--- config.mk ---
export PLATFORM = sky130hd
export DESIGN_NAME = mult_seq_32
export DESIGN_NICKNAME = d
export VERILOG_FILES = /design/src/rtl/mult_seq_pkg.sv /design/src/rtl/adder_32.sv /design/src/rtl/mult_seq_32.sv
export SDC_FILE = /design/constraint.sdc
export NUM_CORES = 1
export LEC_CHECK = 0
export ABC_AREA = 1
export CELL_PAD_IN_SITES_DETAIL_PLACEMENT = 1
export CELL_PAD_IN_SITES_GLOBAL_PLACEMENT = 1
export CORE_UTILIZATION = 34
export CTS_CLUSTER_SIZE = 40
export DETAILED_ROUTE_END_ITERATION = 10
export GPL_ROUTABILITY_DRIVEN = 0
export HOLD_SLACK_MARGIN = 0.08
export MAX_ROUTING_LAYER = met4
export PLACE_DENSITY = 0.85
export SETUP_SLACK_MARGIN = 0.15
export SLEW_MARGIN = 20
export SYNTH_ARGS = -nofsm -noshare
export SYNTH_HDL_FRONTEND = slang
export SYNTH_SLANG_ARGS = --single-unit
--- constraint.sdc ---
create_clock -name clk -period 2.4 [get_ports clk]
set_input_delay 0.36 -clock clk [delete_from_list [all_inputs] [get_ports clk]]
set_output_delay 0.36 -clock clk [all_outputs]
set_load 0.01 [all_outputs]
--- src/rtl/mult_seq_pkg.sv ---
// Shared constants and FSM encoding for the sequential 32x32 multiplier.
// Latency: n/a (package only).
// Backpressure: n/a (package only).
package mult_seq_pkg;

    localparam int ITER  = 32;   // shift-add iterations, one per operand bit
    localparam int CNT_W = 6;    // iteration counter width

    typedef enum logic [2:0] {
        S_IDLE  = 3'd0,
        S_ABS_A = 3'd1,
        S_ABS_B = 3'd2,
        S_CALC  = 3'd3,
        S_FIX_L = 3'd4,
        S_FIX_H = 3'd5,
        S_DONE  = 3'd6
    } state_t;

endpackage

--- src/rtl/adder_32.sv ---
// 32-bit ripple adder with carry in/out, the single arithmetic unit shared by the multiplier.
// Latency: combinational.
// Backpressure: none.
// Ports: i_a, i_b operands; i_cin carry in; o_sum 32-bit sum; o_cout carry out.
module adder_32 (
    input  logic [31:0] i_a,
    input  logic [31:0] i_b,
    input  logic        i_cin,
    output logic [31:0] o_sum,
    output logic        o_cout
);

    assign {o_cout, o_sum} = {1'b0, i_a} + {1'b0, i_b} + {32'd0, i_cin};

endmodule

--- src/rtl/mult_seq_32.sv ---
// Radix-2 shift-and-add 32x32->64 multiplier producing MIPS HI/LO for MULT/MULTU.
// Latency: DONE after start edge k+32 (unsigned), k+34 (signed, non-negative), k+36 (signed, negative).
// Backpressure: core stalls on busy; start outside IDLE is dropped, not queued.
// Ports: clk, rst_n (sync, active-low); start/signed_op/a/b request sampled in IDLE;
//        busy high outside IDLE; done one-cycle pulse; hi/lo product, held until next start.
// Build option: MULT_SEQ_SIGNED_EN enables signed_op (ABS_A/ABS_B/FIX_L/FIX_H states);
//        without it every operation is MULTU and signed_op is ignored.
module mult_seq_32
    import mult_seq_pkg::*;
(
    input  logic        clk,
    input  logic        rst_n,
    input  logic        start,
    input  logic        signed_op,
    input  logic [31:0] a,
    input  logic [31:0] b,
    output logic        busy,
    output logic        done,
    output logic [31:0] hi,
    output logic [31:0] lo
);

    state_t             r_state;
    state_t             w_state_nxt;
    logic [31:0]        r_mcand;
    logic [31:0]        r_mplier;
    logic [31:0]        r_hi;
    logic [31:0]        r_lo;
    logic [CNT_W-1:0]   r_cnt;

    logic [31:0]        w_add_a;
    logic [31:0]        w_add_b;
    logic               w_add_cin;
    logic [31:0]        w_sum;
    logic               w_cout;
    logic               w_last_iter;

`ifdef MULT_SEQ_SIGNED_EN
    logic               r_signed;
    logic               r_neg;
    logic               r_carry;
`else
    logic               w_unused_signed_op;
    assign w_unused_signed_op = signed_op;
`endif

    assign w_last_iter = (r_cnt == CNT_W'(ITER - 1));
    assign hi = r_hi;
    assign lo = r_lo;

    adder_32 u_adder (
        .i_a    (w_add_a),
        .i_b    (w_add_b),
        .i_cin  (w_add_cin),
        .o_sum  (w_sum),
        .o_cout (w_cout)
    );

    // Adder operand steering: every state that needs arithmetic borrows the one adder.
    // Two's-complement negation is ~x + 1 via cin; FIX_H folds in the carry from FIX_L.
    always_comb begin
        w_add_a   = r_hi;
        w_add_b   = '0;
        w_add_cin = 1'b0;
        case (r_state)
            S_CALC:  w_add_b = r_mplier[0] ? r_mcand : '0;
`ifdef MULT_SEQ_SIGNED_EN
            S_ABS_A: begin w_add_a = ~r_mcand;  w_add_cin = 1'b1;    end
            S_ABS_B: begin w_add_a = ~r_mplier; w_add_cin = 1'b1;    end
            S_FIX_L: begin w_add_a = ~r_lo;     w_add_cin = 1'b1;    end
            S_FIX_H: begin w_add_a = ~r_hi;     w_add_cin = r_carry; end
`endif
            default: ;
        endcase
    end

    always_ff @(posedge clk) begin
        if (!rst_n) r_state <= S_IDLE;
        else        r_state <= w_state_nxt;
    end

    always_comb begin
        w_state_nxt = r_state;
        busy        = (r_state != S_IDLE);
        done        = (r_state == S_DONE);
        case (r_state)
            S_IDLE: begin
                if (start) begin
`ifdef MULT_SEQ_SIGNED_EN
                    w_state_nxt = signed_op ? S_ABS_A : S_CALC;
`else
                    w_state_nxt = S_CALC;
`endif
                end
            end
`ifdef MULT_SEQ_SIGNED_EN
            S_ABS_A: w_state_nxt = S_ABS_B;
            S_ABS_B: w_state_nxt = S_CALC;
            S_CALC:  if (w_last_iter) w_state_nxt = (r_signed && r_neg) ? S_FIX_L : S_DONE;
            S_FIX_L: w_state_nxt = S_FIX_H;
            S_FIX_H: w_state_nxt = S_DONE;
`else
            S_CALC:  if (w_last_iter) w_state_nxt = S_DONE;
`endif
            S_DONE:  w_state_nxt = S_IDLE;
            default: w_state_nxt = S_IDLE;
        endcase
    end

    always_ff @(posedge clk) begin
        if (!rst_n) begin
            r_mcand  <= '0;
            r_mplier <= '0;
            r_hi     <= '0;
            r_lo     <= '0;
            r_cnt    <= '0;
`ifdef MULT_SEQ_SIGNED_EN
            r_signed <= 1'b0;
            r_neg    <= 1'b0;
            r_carry  <= 1'b0;
`endif
        end else begin
            case (r_state)
                S_IDLE: begin
                    if (start) begin
                        r_mcand  <= a;
                        r_mplier <= b;
                        r_hi     <= '0;
                        r_lo     <= '0;
                        r_cnt    <= '0;
`ifdef MULT_SEQ_SIGNED_EN
                        r_signed <= signed_op;
                        r_neg    <= a[31] ^ b[31];
`endif
                    end
                end
`ifdef MULT_SEQ_SIGNED_EN
                // 0x80000000 negates to itself, which is the correct unsigned magnitude.
                S_ABS_A: if (r_mcand[31])  r_mcand  <= w_sum;
                S_ABS_B: if (r_mplier[31]) r_mplier <= w_sum;
                S_FIX_L: begin
                    r_lo    <= w_sum;
                    r_carry <= w_cout;
                end
                S_FIX_H: r_hi <= w_sum;
`endif
                S_CALC: begin
                    // {cout, sum, lo} >> 1: low product bits stream into lo from the top.
                    r_hi     <= {w_cout, w_sum[31:1]};
                    r_lo     <= {w_sum[0], r_lo[31:1]};
                    r_mplier <= {1'b0, r_mplier[31:1]};
                    r_cnt    <= r_cnt + CNT_W'(1);
                end
                default: ;
            endcase
        end
    end

endmodule

==> impl_results.html, run 1 <==
<table>
<tr><th>Metric</th><th>Value</th></tr>
<tr><th colspan="2">Status</th></tr>
<tr><td>Status</td><td>finished, violations left</td></tr>
<tr><td>Failing checks</td><td>DRC, setup timing</td></tr>
<tr><th colspan="2">Final layout</th></tr>
<tr><td>Most frequent cells in the layout</td><td>sky130_fd_sc_hd__nand2_1 (295), sky130_fd_sc_hd__inv_1 (141), sky130_fd_sc_hd__dfxtp_1 (133), sky130_fd_sc_hd__clkdlybuf4s50_1 (130), sky130_fd_sc_hd__a21oi_1 (120)</td></tr>
<tr><td>Final standard cell utilization of the core</td><td>48.6%</td></tr>
<tr><td>Net count of the finished layout</td><td>1409</td></tr>
<tr><td>Number of non-filler instances in the completed layout</td><td>~1600</td></tr>
<tr><td>Layout area overhead</td><td>39.7%</td></tr>
<tr><td>Most common cell after layout, fill and taps aside</td><td>sky130_fd_sc_hd__nand2_1</td></tr>
<tr><td>Share of final-layout standard cells stronger than drive strength 1</td><td>17.7%</td></tr>
<tr><th colspan="2">Min path</th></tr>
<tr><td>Class of the worst hold path</td><td>reg -&gt; reg</td></tr>
<tr><td>Worst min-delay path endpoint</td><td>r_mcand[31]$_SDFFE_PN0P_</td></tr>
<tr><td>Min-Delay Startpoint</td><td>r_mcand[31]$_SDFFE_PN0P_</td></tr>
<tr><td>Worst Hold Path Cells</td><td>2</td></tr>
<tr><th colspan="2">Global routing</th></tr>
<tr><td>Total congestion overflow</td><td>0</td></tr>
<tr><td>Largest net degree at the start of global routing</td><td>65</td></tr>
<tr><td>First-pass GRT wire length</td><td>43300 um</td></tr>
<tr><td>Initial antenna violation count</td><td>0</td></tr>
<tr><td>GR Util All Layers</td><td>23.7%</td></tr>
<tr><td>Via count of the first global-routing pass</td><td>8728</td></tr>
<tr><th colspan="2">Floorplanning</th></tr>
<tr><td>Die Span Y</td><td>152 um</td></tr>
<tr><td>Die Area</td><td>23100 um2</td></tr>
<tr><td>Count of boundary I/O pins</td><td>between 100 and 150</td></tr>
<tr><td>Starting density of the core</td><td>34.8%</td></tr>
<tr><td>Chip Width</td><td>about 150 um</td></tr>
<tr><td>Floorplan row count</td><td>54</td></tr>
<tr><td>Area of the core</td><td>around 22000 um2</td></tr>
<tr><th colspan="2">CTS</th></tr>
<tr><td>Number of hold buffers added after CTS</td><td>0</td></tr>
<tr><td>Clock tree from TritonCTS</td><td>built</td></tr>
<tr><td>TritonCTS Buffers</td><td>17</td></tr>
<tr><td>Clock Sink Count</td><td>137</td></tr>
<tr><td>Cell chosen for the clock root</td><td>sky130_fd_sc_hd__clkbuf_16</td></tr>
<tr><td>Max Buffers Root-to-Sink</td><td>2</td></tr>
<tr><td>Clock edge transition at the registers on the reported setup and hold paths</td><td>60 ps</td></tr>
<tr><td>CTS H-tree lvls</td><td>4</td></tr>
<tr><td>Clk_lat worst skew</td><td>roughly 430 ps</td></tr>
<tr><th colspan="2">Critical path</th></tr>
<tr><td>CP dominant cell by count</td><td>sky130_fd_sc_hd__nand2_2</td></tr>
<tr><td>Reg2Reg Depth</td><td>15</td></tr>
<tr><td>Worst reg2reg path startpoint</td><td>r_state[2]$_SDFFE_PN0P_</td></tr>
<tr><td>CP arrival</td><td>2890 ps</td></tr>
<tr><td>Cells along the critical path</td><td>inv_2, nand3_4, buf_12, nor3_1, ha_1, nand2_2, inv_2, nand2_1, nor3_1, nand2_1, nand2_2, nand2_2, nand3_1, nand3_1, a21oi_1</td></tr>
<tr><td>Kind of critical path</td><td>reg -&gt; reg</td></tr>
<tr><td>Highest-delay cell along the critical path</td><td>sky130_fd_sc_hd__ha_1</td></tr>
<tr><td>Crit. End Element</td><td>flop</td></tr>
<tr><td>Worst reg2reg path endpoint</td><td>hi[21]$_SDFFE_PN0P_</td></tr>
<tr><td>Endpoint required time on the critical path</td><td>2750 ps</td></tr>
<tr><td>R2R Setup Slk</td><td>-140 ps</td></tr>
<tr><td>Kind of start point of the critical path</td><td>flop</td></tr>
<tr><td>Max FO, Critical Path</td><td>26</td></tr>
<tr><td>Stage delay of the slowest cell on the critical path</td><td>370 ps</td></tr>
<tr><th colspan="2">Route</th></tr>
<tr><td>ANT nets after route</td><td>0</td></tr>
<tr><td>First-pass iteration count of the detailed router</td><td>10</td></tr>
<tr><td>Starting DRT DRC Count</td><td>499</td></tr>
<tr><td>Vias after detailed routing</td><td>8412</td></tr>
<tr><td>Total wire length</td><td>approximately 28000 um</td></tr>
<tr><td>Number of vias per cell after detailed routing</td><td>5.25</td></tr>
<tr><td>Post-detailed-route DRC marker count</td><td>12</td></tr>
<tr><td>Average wire length per cell after detail routing</td><td>17.7 um</td></tr>
<tr><th colspan="2">STA</th></tr>
<tr><td>Final number of max-transition violations</td><td>0</td></tr>
<tr><td>Setup slack of the critical path after layout</td><td>-137 ps</td></tr>
<tr><td>Highest attainable clock frequency</td><td>about 400 MHz</td></tr>
<tr><td>Unrepaired setup endpoints after global routing</td><td>yes</td></tr>
<tr><td>Final hold slack</td><td>~460 ps</td></tr>
<tr><td>Clock period minus final worst setup slack</td><td>2540 ps</td></tr>
<tr><td>Pin slew with the least headroom to its limit</td><td>625 ps</td></tr>
<tr><td>Clock Skews</td><td>10.0 ps</td></tr>
<tr><td>Final worst path period share</td><td>106%</td></tr>
<tr><td>Final setup fails</td><td>12</td></tr>
<tr><td>Number of hold violations in the final report</td><td>0</td></tr>
<tr><td>Worst slew margin relative to its limit</td><td>58.3%</td></tr>
<tr><th colspan="2">Placed design</th></tr>
<tr><td>Number of placed cells counting well taps</td><td>1546</td></tr>
<tr><td>Dpl ws</td><td>-92.4 ps</td></tr>
<tr><td>Final HPWL DP</td><td>17700 um</td></tr>
<tr><td>Number of port buffers</td><td>132</td></tr>
<tr><th colspan="2">Pwr</th></tr>
<tr><td>Clock network fraction of design power</td><td>47.5%</td></tr>
<tr><td>Internal power consumption</td><td>roughly 4.3 mW</td></tr>
<tr><td>Sequential fraction of design power</td><td>41.8%</td></tr>
<tr><td>Leakage component of the power</td><td>4.65 nW</td></tr>
<tr><td>Worst supply voltage drop on vdd</td><td>480 uV</td></tr>
<tr><td>PwrDens</td><td>548 nW/um2</td></tr>
<tr><td>Part of the power in combinational logic</td><td>approximately a tenth</td></tr>
<tr><td>Sw Share</td><td>a little over a quarter</td></tr>
<tr><td>Switch Pwr</td><td>~1.6 mW</td></tr>
<tr><th colspan="2">Synthesis</th></tr>
<tr><td>Synthesized instance count</td><td>roughly 1100</td></tr>
<tr><td>Mapped Nets</td><td>roughly 1300</td></tr>
<tr><td>Syn Area/Cell</td><td>6.65 um2</td></tr>
<tr><td>Flip-flop and latch count after synthesis</td><td>between 100 and 150</td></tr>
<tr><td>Share of synthesized area occupied by flip-flops and latches</td><td>35.9%</td></tr>
<tr><td>Post-Synthesis Cell Area</td><td>7640 um2</td></tr>
<tr><td>Yosys Warn Count</td><td>0</td></tr>
<tr><td>Number of library cell types mapped by synthesis</td><td>33</td></tr>
<tr><th colspan="2">Flow run</th></tr>
<tr><td>Count of max-cap constraint violations</td><td>0</td></tr>
</table>
-- stage by stage --
stage / cell area [um2] / power [mW] / TNS, ps
2_1_floorplan: 7690 / 2.80 / 0
3_3_place_gp: 9490 / 3.04 / 0
3_5_place_dp: 9490 / 3.07 / -258
4_1_cts: 10300 / 5.88 / 0
5_1_grt: 10700 / 6.07 / -3060
6_report: 10700 / 5.85 / -649
-- worst max-delay path, delay by kind of cell, from the launching register on --
| family | cells | cell delay (ps) |
|---|---|---|
| adder cells (fa/ha/maj) | 1 | 370 |
| AND/OR/NAND/NOR | 10 | 1230 |
| AO/OA/AOI/OAI | 1 | 140 |
| buffers and inverters | 3 | 370 |
| flip-flops | 1 | 340 |
-- worst max path at each step --
stage / start / to / slack [ps] / depth (start not counted)
6_report: r_state[2]$_SDFFE_PN0P_ / hi[21]$_SDFFE_PN0P_ / -140 / 15
5_1_grt: r_state[2]$_SDFFE_PN0P_ / hi[21]$_SDFFE_PN0P_ / -250 / 15
4_1_cts: r_state[2]$_SDFFE_PN0P_ / hi[31]$_SDFFE_PN0P_ / 60 / 18
3_5_place_dp: r_state[2]$_SDFFE_PN0P_ / hi[28]$_SDFFE_PN0P_ / -90 / 14
3_3_place_gp: r_state[1]$_SDFFE_PN0P_ / hi[28]$_SDFFE_PN0P_ / 3 / 13
2_1_floorplan: r_state[2]$_SDFFE_PN0P_ / hi[15]$_SDFFE_PN0P_ / 170 / 17
-- area by class of cell --
| cell class | instances | area (um2) |
|---|---|---|
| fillers | 2719 | 11300 |
| multi-input cells | 802 | 4460 |
| flip-flops and latches | 137 | 2750 |
| repair buffers | 190 | 1890 |
| inverters | 159 | 602 |
| clock buffers | 18 | 439 |
| well taps | 280 | 350 |
| clock inverters | 14 | 180 |
| diodes | 1 | 2.50 |
-- kinds of logic (layout without fill, tap and decap cells) --
family,Yosys count,count (layout),synth area share (%)
fa+ha+maj,34,34,5.66
compound gates,227,227,17.1
other cells,0,1,0
simple gates,541,541,30.7
buf+inv,210,381,10.7
flops,137,137,35.9
-- per-layer routing --
| metal | global-route usage [%] | vias up | wire (um) |
|---|---|---|---|
| li1 | - | 4020 | - |
| met1 | 27.1 | 4087 | 11700 |
| met2 | 41.2 | 231 | 14300 |
| met3 | 4.82 | 74 | 1430 |
| met4 | 8.11 | 0 | 897 |
| met5 | - | - | 0 |
-- sequential cells by signal, summed over array words and instances, names as in the netlist --
register,count
lo,32
r_cnt,6
r_mcand,32
r_state,3
hi,32
r_mplier,32
-- power groups by stage --
stage	registers, mW	logic, mW	clock network [mW]
finish	2.44	0.627	2.78
global route	2.45	0.689	2.92
CTS	2.44	0.606	2.83
detailed placement	2.49	0.582	0
global placement	2.48	0.562	0
floorplan	2.47	0.330	0
-- Yosys cell counts, drive strengths merged --
cell    instances  area [um2]
buf            25         123
o221ai         31         272
a221oi          2        17.5
o22ai           1        6.26
o21bai          3        22.5
nand4           3        18.8
nand2         335        1320
or2             3        18.8
a31oi           1        6.26
o311a           1        10.0
clkbuf         26        97.6
nand3b          4        30.0
nand3          50         320
nor3           39         216
a21oi         136         707
inv           159         597
o21ai          50         250
a21o            2        15.0
fa              1        20.0
dfxtp         137        2740
ha             33         413
nor2          107         427
-- repair_timing --
action	4_1_cts	5_1_grt
endpoints found under the setup margin	25	28
resized for setup	33	62
gates cloned	1	1
setup buffers	10	10
pin swaps	6	8
Note: power is estimated with default switching activity, not from simulation.
==> run 2, diff against run 1 <==
--- a/config.mk
+++ b/config.mk
@@ -8,13 +8,13 @@
 export ABC_AREA = 1
 export CELL_PAD_IN_SITES_DETAIL_PLACEMENT = 1
 export CELL_PAD_IN_SITES_GLOBAL_PLACEMENT = 1
-export CORE_UTILIZATION = 34
+export CORE_UTILIZATION = 38
 export CTS_CLUSTER_SIZE = 40
 export DETAILED_ROUTE_END_ITERATION = 10
 export GPL_ROUTABILITY_DRIVEN = 0
 export HOLD_SLACK_MARGIN = 0.08
 export MAX_ROUTING_LAYER = met4
-export PLACE_DENSITY = 0.85
+export PLACE_DENSITY = 0.89
 export SETUP_SLACK_MARGIN = 0.15
 export SLEW_MARGIN = 20
 export SYNTH_ARGS = -nofsm -noshare
==> constraint.sdc (replaced) <==
create_clock -name clk -period 2.6 [get_ports clk]
set_input_delay 0.39 -clock clk [delete_from_list [all_inputs] [get_ports clk]]
set_output_delay 0.39 -clock clk [all_outputs]
set_load 0.01 [all_outputs]
==> run 2 against run 1 <==
  * Wire length grew 25%
  * Sequential share of layout area decreased by 0.19 points
  * The flow finishes with violations (setup timing)
  * Via count rose by 7.3%
  * Hold slack lost 70 ps
  * Clock power is 6% lower
  * Core utilization up 6.2 points
  * Flip-flop and latch count is the same
  * Critical path type unchanged
  * Clock skew increased by 2.0 ps
==> impl_results.html, run 2 (same netlist as run 1, synthesis figures left out) <==
<table>
<tr><th>Metric</th><th>Value</th></tr>
<tr><th colspan="2">CTS</th></tr>
<tr><td>CTS H-tree lvls</td><td>4</td></tr>
<tr><td>Clk_lat worst skew</td><td>450 ps</td></tr>
<tr><td>TritonCTS Buffers</td><td>17</td></tr>
<tr><td>Clock edge transition at the registers on the reported setup and hold paths</td><td>70 ps</td></tr>
<tr><td>Clock Sink Count</td><td>137</td></tr>
<tr><td>Max Buffers Root-to-Sink</td><td>2</td></tr>
<tr><td>Cell chosen for the clock root</td><td>sky130_fd_sc_hd__clkbuf_16</td></tr>
<tr><td>Clock tree from TritonCTS</td><td>built</td></tr>
<tr><th colspan="2">STA</th></tr>
<tr><td>Setup slack of the critical path after layout</td><td>-168 ps</td></tr>
<tr><td>Final setup fails</td><td>8</td></tr>
<tr><td>Pin slew with the least headroom to its limit</td><td>about 630 ps</td></tr>
<tr><td>Worst slew margin relative to its limit</td><td>approximately three fifths</td></tr>
<tr><td>Final worst path period share</td><td>106%</td></tr>
<tr><td>Clock Skews</td><td>12.0 ps</td></tr>
<tr><td>Highest attainable clock frequency</td><td>361 MHz</td></tr>
<tr><td>Final number of max-transition violations</td><td>0</td></tr>
<tr><td>Final hold slack</td><td>roughly 390 ps</td></tr>
<tr><td>Number of hold violations in the final report</td><td>0</td></tr>
<tr><td>Clock period minus final worst setup slack</td><td>2770 ps</td></tr>
<tr><td>Unrepaired setup endpoints after global routing</td><td>yes</td></tr>
<tr><th colspan="2">Route</th></tr>
<tr><td>Average wire length per cell after detail routing</td><td>22.5 um</td></tr>
<tr><td>Highest Signal Layer</td><td>met4</td></tr>
<tr><td>Starting DRT DRC Count</td><td>about 730</td></tr>
<tr><td>DRT met1 WL</td><td>between 10000 and 15000 um</td></tr>
<tr><td>Met2 layer wire length in the routed design</td><td>17300 um</td></tr>
<tr><td>First-pass iteration count of the detailed router</td><td>5</td></tr>
<tr><td>ANT nets after route</td><td>0</td></tr>
<tr><td>Number of vias per cell after detailed routing</td><td>5.73</td></tr>
<tr><td>Vias after detailed routing</td><td>9026</td></tr>
<tr><td>Total wire length</td><td>35400 um</td></tr>
<tr><td>Detailed route wirelength on metal3</td><td>between 2000 and 3000 um</td></tr>
<tr><td>Post-detailed-route DRC marker count</td><td>0</td></tr>
<tr><th colspan="2">Placed design</th></tr>
<tr><td>Number of port buffers</td><td>132</td></tr>
<tr><td>Final HPWL DP</td><td>17500 um</td></tr>
<tr><td>Number of placed cells counting well taps</td><td>roughly 1500</td></tr>
<tr><th colspan="2">Final layout</th></tr>
<tr><td>Total of fill cells in the finished design</td><td>about 2400</td></tr>
<tr><td>Final standard cell utilization of the core</td><td>between 50% and 60%</td></tr>
<tr><td>Most frequent cells in the layout</td><td>sky130_fd_sc_hd__nand2_1 (291), sky130_fd_sc_hd__inv_1 (143), sky130_fd_sc_hd__dfxtp_1 (135), sky130_fd_sc_hd__clkdlybuf4s50_1 (131), sky130_fd_sc_hd__a21oi_1 (118)</td></tr>
<tr><td>Area of the multi-input gates</td><td>4660 um2</td></tr>
<tr><td>Antenna diodes</td><td>0</td></tr>
<tr><td>Share of final-layout standard cells stronger than drive strength 1</td><td>18.2%</td></tr>
<tr><td>Most common cell after layout, fill and taps aside</td><td>sky130_fd_sc_hd__nand2_1</td></tr>
<tr><td>Net count of the finished layout</td><td>1398</td></tr>
<tr><td>Number of non-filler instances in the completed layout</td><td>1574</td></tr>
<tr><td>Layout area overhead</td><td>40.5%</td></tr>
<tr><td>Sequential standard cell area</td><td>2750 um2</td></tr>
<tr><th colspan="2">Critical path</th></tr>
<tr><td>Kind of critical path</td><td>reg -&gt; reg</td></tr>
<tr><td>Kind of start point of the critical path</td><td>flop</td></tr>
<tr><td>Endpoint required time on the critical path</td><td>2990 ps</td></tr>
<tr><td>Max FO, Critical Path</td><td>13</td></tr>
<tr><td>Crit. End Element</td><td>flop</td></tr>
<tr><td>Worst reg2reg path startpoint</td><td>r_state[2]$_SDFFE_PN0P_</td></tr>
<tr><td>Start point of the critical path</td><td>r_state[2]$_SDFFE_PN0P_</td></tr>
<tr><td>CP arrival</td><td>3160 ps</td></tr>
<tr><th colspan="2">Floorplanning</th></tr>
<tr><td>Chip Width</td><td>144 um</td></tr>
<tr><td>Starting density of the core</td><td>39.0%</td></tr>
<tr><td>Count of boundary I/O pins</td><td>134</td></tr>
<tr><td>Floorplan row count</td><td>51</td></tr>
<tr><td>Die Span Y</td><td>between 100 and 150 um</td></tr>
<tr><td>Die Area</td><td>20700 um2</td></tr>
<tr><td>Area of the core</td><td>19600 um2</td></tr>
<tr><th colspan="2">Global routing</th></tr>
<tr><td>Initial antenna violation count</td><td>0</td></tr>
<tr><td>Total congestion overflow</td><td>0</td></tr>
<tr><td>Via count of the first global-routing pass</td><td>8455</td></tr>
<tr><td>First-pass GRT wire length</td><td>42000 um</td></tr>
<tr><td>Largest net degree at the start of global routing</td><td>62</td></tr>
<tr><td>GR Util All Layers</td><td>26.7%</td></tr>
<tr><th colspan="2">Pwr</th></tr>
<tr><td>Worst supply voltage drop on vdd</td><td>521 uV</td></tr>
<tr><td>Leakage component of the power</td><td>~4.6 nW</td></tr>
<tr><td>PwrDens</td><td>510 nW/um2</td></tr>
<tr><th colspan="2">Flow run</th></tr>
<tr><td>Count of max-cap constraint violations</td><td>0</td></tr>
<tr><th colspan="2">Status</th></tr>
<tr><td>Status</td><td>finished, violations left</td></tr>
<tr><td>Failing checks</td><td>setup timing</td></tr>
<tr><th colspan="2">Min path</th></tr>
<tr><td>Min-Delay Startpoint</td><td>rst_n</td></tr>
<tr><td>Class of the worst hold path</td><td>in -&gt; reg</td></tr>
</table>
==> run 2: path summary, 6_finish.rpt <==
check / to / slack (ps) / depth (start not counted)
max reg2reg: hi[30]$_SDFFE_PN0P_ / -170 / 15
min reg2reg: lo[0]$_SDFFE_PN0P_ / 460 / 2
max: hi[30]$_SDFFE_PN0P_ / -170 / 15
min: r_mplier[9]$_SDFFE_PN0P_ / 390 / 3
==> run 2: cell type report <==
| class | count | share of cell area (%) |
|---|---|---|
| clock buffers | 18 | 3.99 |
| clock inverters | 14 | 1.53 |
| inverters | 159 | 5.55 |
| multi-input cells | 802 | 43.4 |
| flip-flops and latches | 137 | 25.6 |
| well taps | 265 | 3.09 |
| repair buffers | 179 | 16.9 |
==> run 2: power by group <==
group	internal (mW)	switching [mW]	total, mW
Combinational	0.230	0.390	0.620
Clock	1.44	1.16	2.60
Sequential	2.21	0.0590	2.27
Total	3.87	1.61	5.48
==> run 2: worst max-delay path: stages, from the launching register on <==
cell,delay [ps]
sky130_fd_sc_hd__dfxtp_1,350
sky130_fd_sc_hd__inv_2,100
sky130_fd_sc_hd__nand3_4,90
sky130_fd_sc_hd__buf_6,150
sky130_fd_sc_hd__clkbuf_16,180
sky130_fd_sc_hd__nor3_1,230
sky130_fd_sc_hd__ha_1,360
sky130_fd_sc_hd__nand2_1,200
sky130_fd_sc_hd__a21oi_1,80
sky130_fd_sc_hd__nor2_1,200
sky130_fd_sc_hd__nand2_1,120
sky130_fd_sc_hd__a21oi_2,220
sky130_fd_sc_hd__nand2_1,120
sky130_fd_sc_hd__nand2_1,110
sky130_fd_sc_hd__nand3_2,80
sky130_fd_sc_hd__a21oi_2,110
==> run 2: stage by stage <==
step           power (mW)  TNS [ps]  cell area (um2)  setup WS, ps
3_3_place_gp         2.80         0             9280           164
5_1_grt              5.60     -2150            10700          -309
6_report             5.48      -703            10700          -168
3_5_place_dp         2.82         0             9280          32.8
4_1_cts              5.33         0            10000           119
2_1_floorplan        2.58         0             7640           212
==> run 2: routing by layer <==
| layer | GRT usage, % | up-vias |
|---|---|---|
| li1 | - | 4007 |
| met1 | 30.1 | 4394 |
| met3 | 6.53 | 168 |
| met4 | 10.8 | 0 |
| met5 | - | - |
| met2 | 45.2 | 457 |
==> run 2: repair_timing <==
action / 4_1_cts / 5_1_grt
pin swaps: 5 / 17
setup buffers: 3 / 23
hold buffers: 0 / 0
gates resized for setup: 26 / 99
setup endpoints to repair: 20 / 25
gates cloned: 0 / 4
==> run 3, diff against run 2 <==
--- a/config.mk
+++ b/config.mk
@@ -16,7 +16,6 @@
 export MAX_ROUTING_LAYER = met4
 export PLACE_DENSITY = 0.89
 export SETUP_SLACK_MARGIN = 0.15
-export SLEW_MARGIN = 20
 export SYNTH_ARGS = -nofsm -noshare
 export SYNTH_HDL_FRONTEND = slang
 export SYNTH_SLANG_ARGS = --single-unit
==> results of run 3 <==
The final DEF is identical to that of run 2; final timing and power are the same.
